**config.mk**
```make
export PLATFORM = sky130hd
export DESIGN_NAME = ex_longp_wbck
export DESIGN_NICKNAME = d
export VERILOG_FILES = /design/src/rtl/ex_longp_wbck.sv
export SDC_FILE = /design/constraint.sdc
export NUM_CORES = 1
export LEC_CHECK = 0
export ABC_AREA = 1
export ABC_CLOCK_PERIOD_IN_PS = 15100
export CORE_MARGIN = 5
export CORE_UTILIZATION = 56
export DETAILED_ROUTE_END_ITERATION = 16
export GPL_TIMING_DRIVEN = 0
export HOLD_SLACK_MARGIN = 0.03
export MAX_ROUTING_LAYER = met4
export PLACE_DENSITY = 0.87
export SETUP_SLACK_MARGIN = 0.2
export SYNTH_ARGS = -nofsm -noshare
export SYNTH_HDL_FRONTEND = slang
export SYNTH_SLANG_ARGS = --single-unit
```
**constraint.sdc**
```tcl
create_clock -name clk -period 15.1 [get_ports clk]
set_clock_uncertainty 0.2 [all_clocks]
set_input_delay 1.51 -clock clk [delete_from_list [all_inputs] [get_ports clk]]
set_output_delay 1.51 -clock clk [all_outputs]
set_load 0.1 [all_outputs]
```
**src/rtl/ex_longp_wbck.sv**
```systemverilog
// Long-pipe writeback collector: captures out-of-order LSU/MULDIV results into
// per-tag slots and drains them in OITF order through one output register.
module ex_longp_wbck #(
    parameter int unsigned OITF_DEPTH  = 2,
    parameter int unsigned ITAG_WIDTH  = 1,
    parameter int unsigned RFIDX_WIDTH = 5,
    parameter int unsigned XLEN        = 32,
    parameter int unsigned PC_SIZE     = 32
) (
    input  logic                   clk,
    input  logic                   rst,

    input  logic                   lsu_o_valid,
    output logic                   lsu_o_ready,
    input  logic [ITAG_WIDTH-1:0]  lsu_o_itag,
    input  logic [XLEN-1:0]        lsu_o_wdat,
    input  logic                   lsu_o_err,
    input  logic [XLEN-1:0]        lsu_o_badaddr,

    input  logic                   mdv_o_valid,
    output logic                   mdv_o_ready,
    input  logic [ITAG_WIDTH-1:0]  mdv_o_itag,
    input  logic [XLEN-1:0]        mdv_o_wdat,

    input  logic                   oitf_empty,
    input  logic [ITAG_WIDTH-1:0]  oitf_ret_ptr,
    input  logic [RFIDX_WIDTH-1:0] oitf_ret_rdidx,
    input  logic                   oitf_ret_rdwen,
    input  logic [PC_SIZE-1:0]     oitf_ret_pc,
    output logic                   oitf_ret_ena,

    output logic                   wbck_o_valid,
    input  logic                   wbck_o_ready,
    output logic [XLEN-1:0]        wbck_o_wdat,
    output logic [RFIDX_WIDTH-1:0] wbck_o_rdidx,

    output logic                   excp_o_valid,
    input  logic                   excp_o_ready,
    output logic [PC_SIZE-1:0]     excp_o_pc,
    output logic [XLEN-1:0]        excp_o_badaddr
);

    // Result slots, one per tag
    logic [OITF_DEPTH-1:0] slot_vld_q, slot_vld_d;
    logic [OITF_DEPTH-1:0] slot_err_q, slot_err_d;
    logic [XLEN-1:0]       slot_wdat_q    [OITF_DEPTH];
    logic [XLEN-1:0]       slot_wdat_d    [OITF_DEPTH];
    logic [XLEN-1:0]       slot_badaddr_q [OITF_DEPTH];
    logic [XLEN-1:0]       slot_badaddr_d [OITF_DEPTH];

    // Output register
    logic                   wbck_vld_q, wbck_vld_d;
    logic [XLEN-1:0]        wbck_wdat_q, wbck_wdat_d;
    logic [RFIDX_WIDTH-1:0] wbck_rdidx_q, wbck_rdidx_d;
    logic                   excp_vld_q, excp_vld_d;
    logic [PC_SIZE-1:0]     excp_pc_q, excp_pc_d;
    logic [XLEN-1:0]        excp_badaddr_q, excp_badaddr_d;

    logic tag_clash;
    logic lsu_hs;
    logic mdv_hs;
    logic wbck_hs;
    logic excp_hs;
    logic out_free;
    logic ret_ena;

    // Fill handshakes; on a same-tag collision the LSU wins
    always_comb begin
        tag_clash   = lsu_o_valid & (lsu_o_itag == mdv_o_itag);
        lsu_o_ready = ~slot_vld_q[lsu_o_itag];
        mdv_o_ready = ~slot_vld_q[mdv_o_itag] & ~tag_clash;
        lsu_hs      = lsu_o_valid & lsu_o_ready;
        mdv_hs      = mdv_o_valid & mdv_o_ready;
        wbck_hs     = wbck_vld_q & wbck_o_ready;
        excp_hs     = excp_vld_q & excp_o_ready;
        out_free    = ~(wbck_vld_q | excp_vld_q) | wbck_hs | excp_hs;
        ret_ena     = ~oitf_empty & slot_vld_q[oitf_ret_ptr] & out_free;
    end

    assign oitf_ret_ena = ret_ena;

    // Slot next state: clear the retiring head, write accepted results
    always_comb begin
        slot_vld_d     = slot_vld_q;
        slot_err_d     = slot_err_q;
        slot_wdat_d    = slot_wdat_q;
        slot_badaddr_d = slot_badaddr_q;
        for (int i = 0; i < int'(OITF_DEPTH); i++) begin
            if (ret_ena && (oitf_ret_ptr == ITAG_WIDTH'(i))) begin
                slot_vld_d[i] = 1'b0;
            end
            if (lsu_hs && (lsu_o_itag == ITAG_WIDTH'(i))) begin
                slot_vld_d[i]     = 1'b1;
                slot_err_d[i]     = lsu_o_err;
                slot_wdat_d[i]    = lsu_o_wdat;
                slot_badaddr_d[i] = lsu_o_badaddr;
            end
            if (mdv_hs && (mdv_o_itag == ITAG_WIDTH'(i))) begin
                slot_vld_d[i]     = 1'b1;
                slot_err_d[i]     = 1'b0;
                slot_wdat_d[i]    = mdv_o_wdat;
                slot_badaddr_d[i] = '0;
            end
        end
    end

    // Output register next state: load on retire, otherwise drop on handshake
    always_comb begin
        wbck_vld_d     = wbck_vld_q;
        wbck_wdat_d    = wbck_wdat_q;
        wbck_rdidx_d   = wbck_rdidx_q;
        excp_vld_d     = excp_vld_q;
        excp_pc_d      = excp_pc_q;
        excp_badaddr_d = excp_badaddr_q;
        if (ret_ena) begin
            wbck_vld_d = 1'b0;
            excp_vld_d = 1'b0;
            if (slot_err_q[oitf_ret_ptr]) begin
                excp_vld_d     = 1'b1;
                excp_pc_d      = oitf_ret_pc;
                excp_badaddr_d = slot_badaddr_q[oitf_ret_ptr];
            end else if (oitf_ret_rdwen) begin
                wbck_vld_d   = 1'b1;
                wbck_wdat_d  = slot_wdat_q[oitf_ret_ptr];
                wbck_rdidx_d = oitf_ret_rdidx;
            end
        end else begin
            if (wbck_hs) wbck_vld_d = 1'b0;
            if (excp_hs) excp_vld_d = 1'b0;
        end
    end

    // State registers
    always_ff @(posedge clk or posedge rst) begin
        if (rst) begin
            slot_vld_q     <= '0;
            slot_err_q     <= '0;
            for (int i = 0; i < int'(OITF_DEPTH); i++) begin
                slot_wdat_q[i]    <= '0;
                slot_badaddr_q[i] <= '0;
            end
            wbck_vld_q     <= 1'b0;
            wbck_wdat_q    <= '0;
            wbck_rdidx_q   <= '0;
            excp_vld_q     <= 1'b0;
            excp_pc_q      <= '0;
            excp_badaddr_q <= '0;
        end else begin
            slot_vld_q     <= slot_vld_d;
            slot_err_q     <= slot_err_d;
            slot_wdat_q    <= slot_wdat_d;
            slot_badaddr_q <= slot_badaddr_d;
            wbck_vld_q     <= wbck_vld_d;
            wbck_wdat_q    <= wbck_wdat_d;
            wbck_rdidx_q   <= wbck_rdidx_d;
            excp_vld_q     <= excp_vld_d;
            excp_pc_q      <= excp_pc_d;
            excp_badaddr_q <= excp_badaddr_d;
        end
    end

    assign wbck_o_valid   = wbck_vld_q;
    assign wbck_o_wdat    = wbck_wdat_q;
    assign wbck_o_rdidx   = wbck_rdidx_q;
    assign excp_o_valid   = excp_vld_q;
    assign excp_o_pc      = excp_pc_q;
    assign excp_o_badaddr = excp_badaddr_q;

endmodule

```
==> impl_metrics.py, run 1 <==
metrics = {
    "synth": {
        "synth_top_area_cell": "dfrtp_1",
        "synth_common_cells": "nand2_1, dfrtp_1, nand4_1",
        "ys_warn_count": 0,
        "yosysMostFrequentCell": "nand2_1",
        "synth_ff_type": "dfrtp_1",
        "synth-async-reset-ratio_pct": 100,
        "synth_seq_cells": 235,
        "synth_area_per_cell_um2": 7.29,
        "syn_nets": 1761,
        "yosysUniqueCellTypes": 16,
        "synth_top_area_share_pct": 49.9,
        "ys_top_cells_by_area": "dfrtp_1, nand2_1, nand4_1",
        "yosysSeqAreaShare_pct": 49.9,
        "post_synth_inst_count": 1616,
        "syn_area_um2": 11800,
        "synth_edf_count": 0,
    },
    "drt": {
        "viasPerCell": 5.66,
        "dr.pass1.iters": 6,
        "routedWlPerCell_um": 17.9,
        "ant_nets": 0,
        "finalWirelength_um": 39100,
        "vias": 12400,
        "dr.first_iter.drc_count": 1287,
        "drc": 0,
    },
    "power": {
        "p_per_area_nw_per_um2": 231,
        "power_mw": 3.60,
        "ir_worst_vdd_mv": 0.156,
        "power_leakage_nw": 8.35,
    },
    "global_route": {
        "overflow": 0,
        "grt_util_all_layers_pct": 32.6,
        "grt_max_degree": 94,
        "antenna_found_initial": 4,
        "grt_pass1_vias": 12100,
        "grt_pass1_wl_um": 61700,
    },
    "final_layout": {
        "nNetsFinal": 2038,
        "drive_above_1_share_pct": 5.65,
        "n_fill_cell": 1625,
        "area_growth_pct": 32.0,
    },
    "setup_path": {
        "worst-r2r-setup-slack_ns": 12.78,
        "crit_path_start_kind": "input port",
        "crit_arrival_ns": 4.35,
        "cp_max_fo": 10,
        "path_class": "in -> out",
        "crit_path_end_kind": "primary output",
        "cp.required_ns": 13.39,
    },
    "cts": {
        "ctsHoldBuffers": 0,
        "cts_tree": "yes",
        "htree_levels": 1,
        "clkTransAtPathRegs_ns": 0.06,
        "numClockSinks": 235,
        "cts-root-buf": "clkbuf_16",
        "cts_resized": 0,
        "clock_path_buffers": 3,
        "cts_inserted_buffers": 24,
        "postCtsSetupBuffers": 0,
        "clock_latency_ns": 0.53,
    },
    "placement": {
        "portBuffers": 249,
        "place.gp.congestion": 0.980,
        "dp_hpwl_um": 27800,
        "dp_slack_ns": 9.09,
    },
    "floorplanning": {
        "fp.coreArea_um2": 20900,
        "num_rows": 53,
        "die_w_um": 155,
        "start_util_pct": 56.4,
        "die-area_um2": 24000,
        "pin_count": 251,
        "die-height_um": 155,
    },
    "status": {
        "status": "complete, no violations",
    },
    "timing": {
        "min_period_over_period_pct": 40.2,
        "fin_ws_ns": 9.04,
        "rsz0062_at_grt": "false",
        "fmax_mhz": 165,
        "hold_violations": 0,
        "fin_crit_ns": 6.06,
        "worst_pin_slew_ns": 1.02,
        "slew_headroom_pct": 31.8,
        "setup_viol": 0,
        "hold_ws_ns": 0.268,
        "setup_tns_ns": 0,
        "drv_slew": 0,
    },
    "hold_path": {
        "hold_path_class": "reg -> reg",
    },
    "job": {
        "cap_viol_max_count": 0,
    },
}
==> final cells by class <==
cell class / count / area [um^2] / share of cell area (%)
Antenna cell: 4 / 10.0 / 0.0644
Buffer: 126 / 549 / 3.53
Clock buffer: 34 / 709 / 4.56
Clock inverter: 10 / 150 / 0.966
Inverter: 141 / 537 / 3.45
Multi-Input combinational cell: 1114 / 4820 / 31.0
Sequential cell: 235 / 5880 / 37.8
Tap cell: 275 / 344 / 2.21
Timing Repair Buffer: 251 / 2550 / 16.4
==> flip-flops by register name, summed over array words and instances, names as in the netlist <==
signal and flops:
excp_o_badaddr 32, excp_o_pc 32, excp_o_valid 1, slot_badaddr_q 64
slot_err_q 2, slot_vld_q 2, slot_wdat_q 64, wbck_o_rdidx 5
wbck_o_valid 1, wbck_o_wdat 32
==> worst max-delay path: stages <==
cell	delay, ns
clkdlybuf4s50_1	0.50
buf_4	0.19
nor2_1	0.09
nor3_4	0.35
buf_2	0.36
nand2_1	0.15
inv_1	0.07
clkdlybuf4s50_1	1.12
==> metrics by stage <==
step	utilization (%)	cell area (um^2)	cells
3_3_place_gp	69.9	14600	2140
4_1_cts	74.4	15500	2186
6_report	74.4	15500	2190
5_1_grt	74.4	15500	2190
3_5_place_dp	70.2	14700	2142
2_1_floorplan	-	11800	1616
==> metal layers <==
layer	part of all wire, %	track usage [%]	wire [um]
met4	4.8	14.4	1870
met5	0	-	0
met2	47	51.8	18500
met3	9.3	4.78	3640
met1	39	41.9	15100
==> report_power, final <==
part           switching [mW]  internal [mW]  total [mW]
logic                    1.42          0.458        1.88
registers               0.148          0.913        1.06
clock network           0.258          0.395       0.653
==> final timing paths <==
path	from	endpoint	depth (start not counted)
worst min register to register	excp_o_pc[5]	excp_o_pc[5]	2
worst max register to register	slot_vld_q[0]	wbck_o_wdat[25]	6
min in group asynchronous	rst	wbck_o_wdat[12]	2
max in group asynchronous	rst	slot_badaddr_q[49]	3
worst max-delay path	oitf_ret_ptr	oitf_ret_ena	8
worst min-delay path	excp_o_pc[5]	excp_o_pc[5]	2
==> cells in the final DEF (no fill, tap or decap), types with 2 or more instances in the layout <==
master and n:
nor3_4 2, clkbuf_8 5, nand4_1 165, nand3_2 3, bufinv_16 4, nand2_1 797, o21ai_0 66, inv_1 138
diode_2 4, buf_2 58, clkdlybuf4s50_1 249, dfrtp_1 235, clkbuf_1 55, nand3_1 73, nor2_1 6, buf_16 2
clkinv_1 2, buf_1 16, clkinv_2 6, clkbuf_16 25
==> kinds of logic (layout without fill, tap and decap cells) <==
logic type / after synthesis / after routing / synth area share, %
AO/OA/AOI/OAI: 67 / 67 / 2.85
buffers and inverters: 267 / 562 / 9.16
flip-flops: 235 / 235 / 49.9
other: 0 / 4 / 0
AND/OR/NAND/NOR: 1047 / 1047 / 38.1
Note: power is estimated with default switching activity, not from simulation.
==> inputs of run 2 (changes only) <==
--- a/config.mk
+++ b/config.mk
@@ -6,14 +6,14 @@
 export NUM_CORES = 1
 export LEC_CHECK = 0
 export ABC_AREA = 1
-export ABC_CLOCK_PERIOD_IN_PS = 15100
+export ABC_CLOCK_PERIOD_IN_PS = 5800
 export CORE_MARGIN = 5
-export CORE_UTILIZATION = 56
+export CORE_UTILIZATION = 52
 export DETAILED_ROUTE_END_ITERATION = 16
 export GPL_TIMING_DRIVEN = 0
 export HOLD_SLACK_MARGIN = 0.03
 export MAX_ROUTING_LAYER = met4
-export PLACE_DENSITY = 0.87
+export PLACE_DENSITY = 0.81
 export SETUP_SLACK_MARGIN = 0.2
 export SYNTH_ARGS = -nofsm -noshare
 export SYNTH_HDL_FRONTEND = slang
==> constraint.sdc (replaced) <==
create_clock -name clk -period 5.8 [get_ports clk]
set_clock_uncertainty 0.2 [all_clocks]
set_input_delay 0.58 -clock clk [delete_from_list [all_inputs] [get_ports clk]]
set_output_delay 0.58 -clock clk [all_outputs]
set_load 0.1 [all_outputs]
==> run 2 against run 1 <==
Against the previous run: setup slack got worse by 7.5 ns; clock power rose by 150%; sequential share of layout area fell by 0.15 points; core utilization fell by 5.1 points; clock-buffer cell count rose by 9; first-iteration DRC count fell by 10%; via count fell by 3.3%; combinational power rose to 2.6 times the previous value; register-to-register slack got worse by 9.3 ns; flip-flop and latch count did not move; non-clock buffer count rose by 4.
==> impl_metrics.py, run 2 (synthesized netlist as in run 1, its figures left out) <==
metrics = {
    "global_route": {
        "grt_pass1_wl_um": 61800,
        "grt_max_degree": 42,
        "grt_pass1_vias": 11700,
        "grt_util_all_layers_pct": 30.1,
        "overflow": 0,
        "antenna_found_initial": 2,
    },
    "timing": {
        "setup_tns_ns": 0,
        "setup_viol": 0,
        "fmax_mhz": 237,
        "hold_ws_ns": 0.250,
        "slew_headroom_pct": 31.3,
        "worst_pin_slew_ns": 1.03,
        "fin_crit_ns": 4.22,
        "rsz0062_at_grt": "false",
        "drv_slew": 0,
        "min_period_over_period_pct": 72.8,
        "hold_violations": 0,
    },
    "final_layout": {
        "final_common_cell": "nand2_1",
        "layout_common_cells": "nand2_1, clkdlybuf4s50_1, dfrtp_1",
        "nNetsFinal": 2045,
        "top_regs": "slot_badaddr_q (64), slot_wdat_q (64)",
        "area_growth_pct": 32.5,
        "drive_above_1_share_pct": 5.93,
    },
    "drt": {
        "dr.pass1.iters": 6,
        "vias": 12000,
        "drc": 0,
        "viasPerCell": 5.43,
        "routedWlPerCell_um": 17.4,
        "ant_nets": 0,
        "finalWirelength_um": 38500,
        "dr.first_iter.drc_count": 1157,
    },
    "setup_path": {
        "startpoint": "oitf_ret_ptr",
        "cpMostUsedCell": "clkdlybuf4s50_1",
        "crit_arrival_ns": 3.44,
        "crit_path_end_kind": "primary output",
        "crit_path_start_kind": "input port",
        "cp_max_fo": 10,
        "slowest_delay_ns": 1.12,
        "crit_chain": "clkdlybuf4s50_1 > buf_4 > nor2_1 > nor3_4 > buf_2 > nand2_1 > inv_1 > clkdlybuf4s50_1",
        "cp.required_ns": 5.02,
        "r2r_start": "slot_vld_q[0]",
        "slowest_stage": "clkdlybuf4s50_1",
        "path_class": "in -> out",
    },
    "floorplanning": {
        "num_rows": 55,
        "start_util_pct": 52.3,
        "die-height_um": 160,
        "die-area_um2": 25800,
        "die_w_um": 160,
        "pin_count": 251,
        "fp.coreArea_um2": 22500,
    },
    "placement": {
        "portBuffers": 249,
        "dp_hpwl_um": 28100,
        "place.gp.congestion": 0.923,
    },
    "cts": {
        "numClockSinks": 235,
        "clkTransAtPathRegs_ns": 0.07,
        "ctsHoldBuffers": 0,
        "cts_resized": 0,
        "clock_latency_ns": 0.54,
        "cts-root-buf": "clkbuf_16",
        "cts_inserted_buffers": 27,
        "postCtsSetupBuffers": 0,
        "cts_tree": "yes",
        "clock_path_buffers": 3,
        "htree_levels": 1,
    },
    "hold_path": {
        "hold_path_class": "in -> reg",
        "worstHoldStart": "mdv_o_itag",
    },
    "power": {
        "p_per_area_nw_per_um2": 593,
        "power_leakage_nw": 8.37,
        "ir_worst_vdd_mv": 0.360,
    },
    "status": {
        "status": "complete, no violations",
    },
    "job": {
        "cap_viol_max_count": 0,
    },
}
run 2: layout make-up:
class	count	area [um^2]
clock buffer	43	816
timing repair buffer	255	2610
antenna	2	5.00
fill	1855	6900
multi-input combinational	1114	4820
tap	285	357
clock inverter	7	38.8
buffer	126	549
sequential	235	5880
inverter	141	533
run 2: metrics by stage:
step / cell area [um^2] / worst slack [ns] / utilization [%] / instances / power, mW
4_1_cts: 15600 / 1.58 / 69.3 / 2206 / 9.27
5_1_grt: 15600 / 1.50 / 69.4 / 2208 / 9.76
6_report: 15600 / 1.58 / 69.4 / 2208 / 9.26
3_3_place_gp: 14600 / 0.152 / 65.0 / 2150 / 7.49
3_5_place_dp: 14700 / 1.60 / 65.5 / 2156 / 7.61
2_1_floorplan: 11800 / 1.94 / - / 1616 / 6.30
run 2: path summary, 6_finish.rpt:
kind / endpoint / slack (ns) / depth (start not counted)
max reg2reg: wbck_o_wdat[25] / 3.51 / 6
max in group asynchronous: slot_wdat_q[22] / 4.23 / 4
min in group asynchronous: excp_o_pc[10] / 0.28 / 2
min reg2reg: wbck_o_rdidx[3] / 0.27 / 2
min: slot_wdat_q[30] / 0.25 / 4
max: oitf_ret_ena / 1.58 / 8
run 2: power by group:
| group | leakage [nW] | switching [mW] | internal [mW] | total, mW |
|---|---|---|---|---|
| combinational | 4.97 | 3.67 | 1.20 | 4.87 |
| sequential | 2.97 | 0.384 | 2.38 | 2.76 |
| clock | 0.428 | 0.672 | 0.959 | 1.63 |
run 2: layer usage:
metal  wire length [um]  track usage, %  vias to the layer above
li1                   -               -                     5686
met2              18100            47.4                      587
met1              15800            40.4                     5611
met3               3250            4.57                      104
met5                  0               -                        -
met4               1310            10.1                        0
run 2: critical path, delay by kind of cell:
kind          cells  cell delay, ns
buf+inv           5            2.25
simple gates      3            0.60
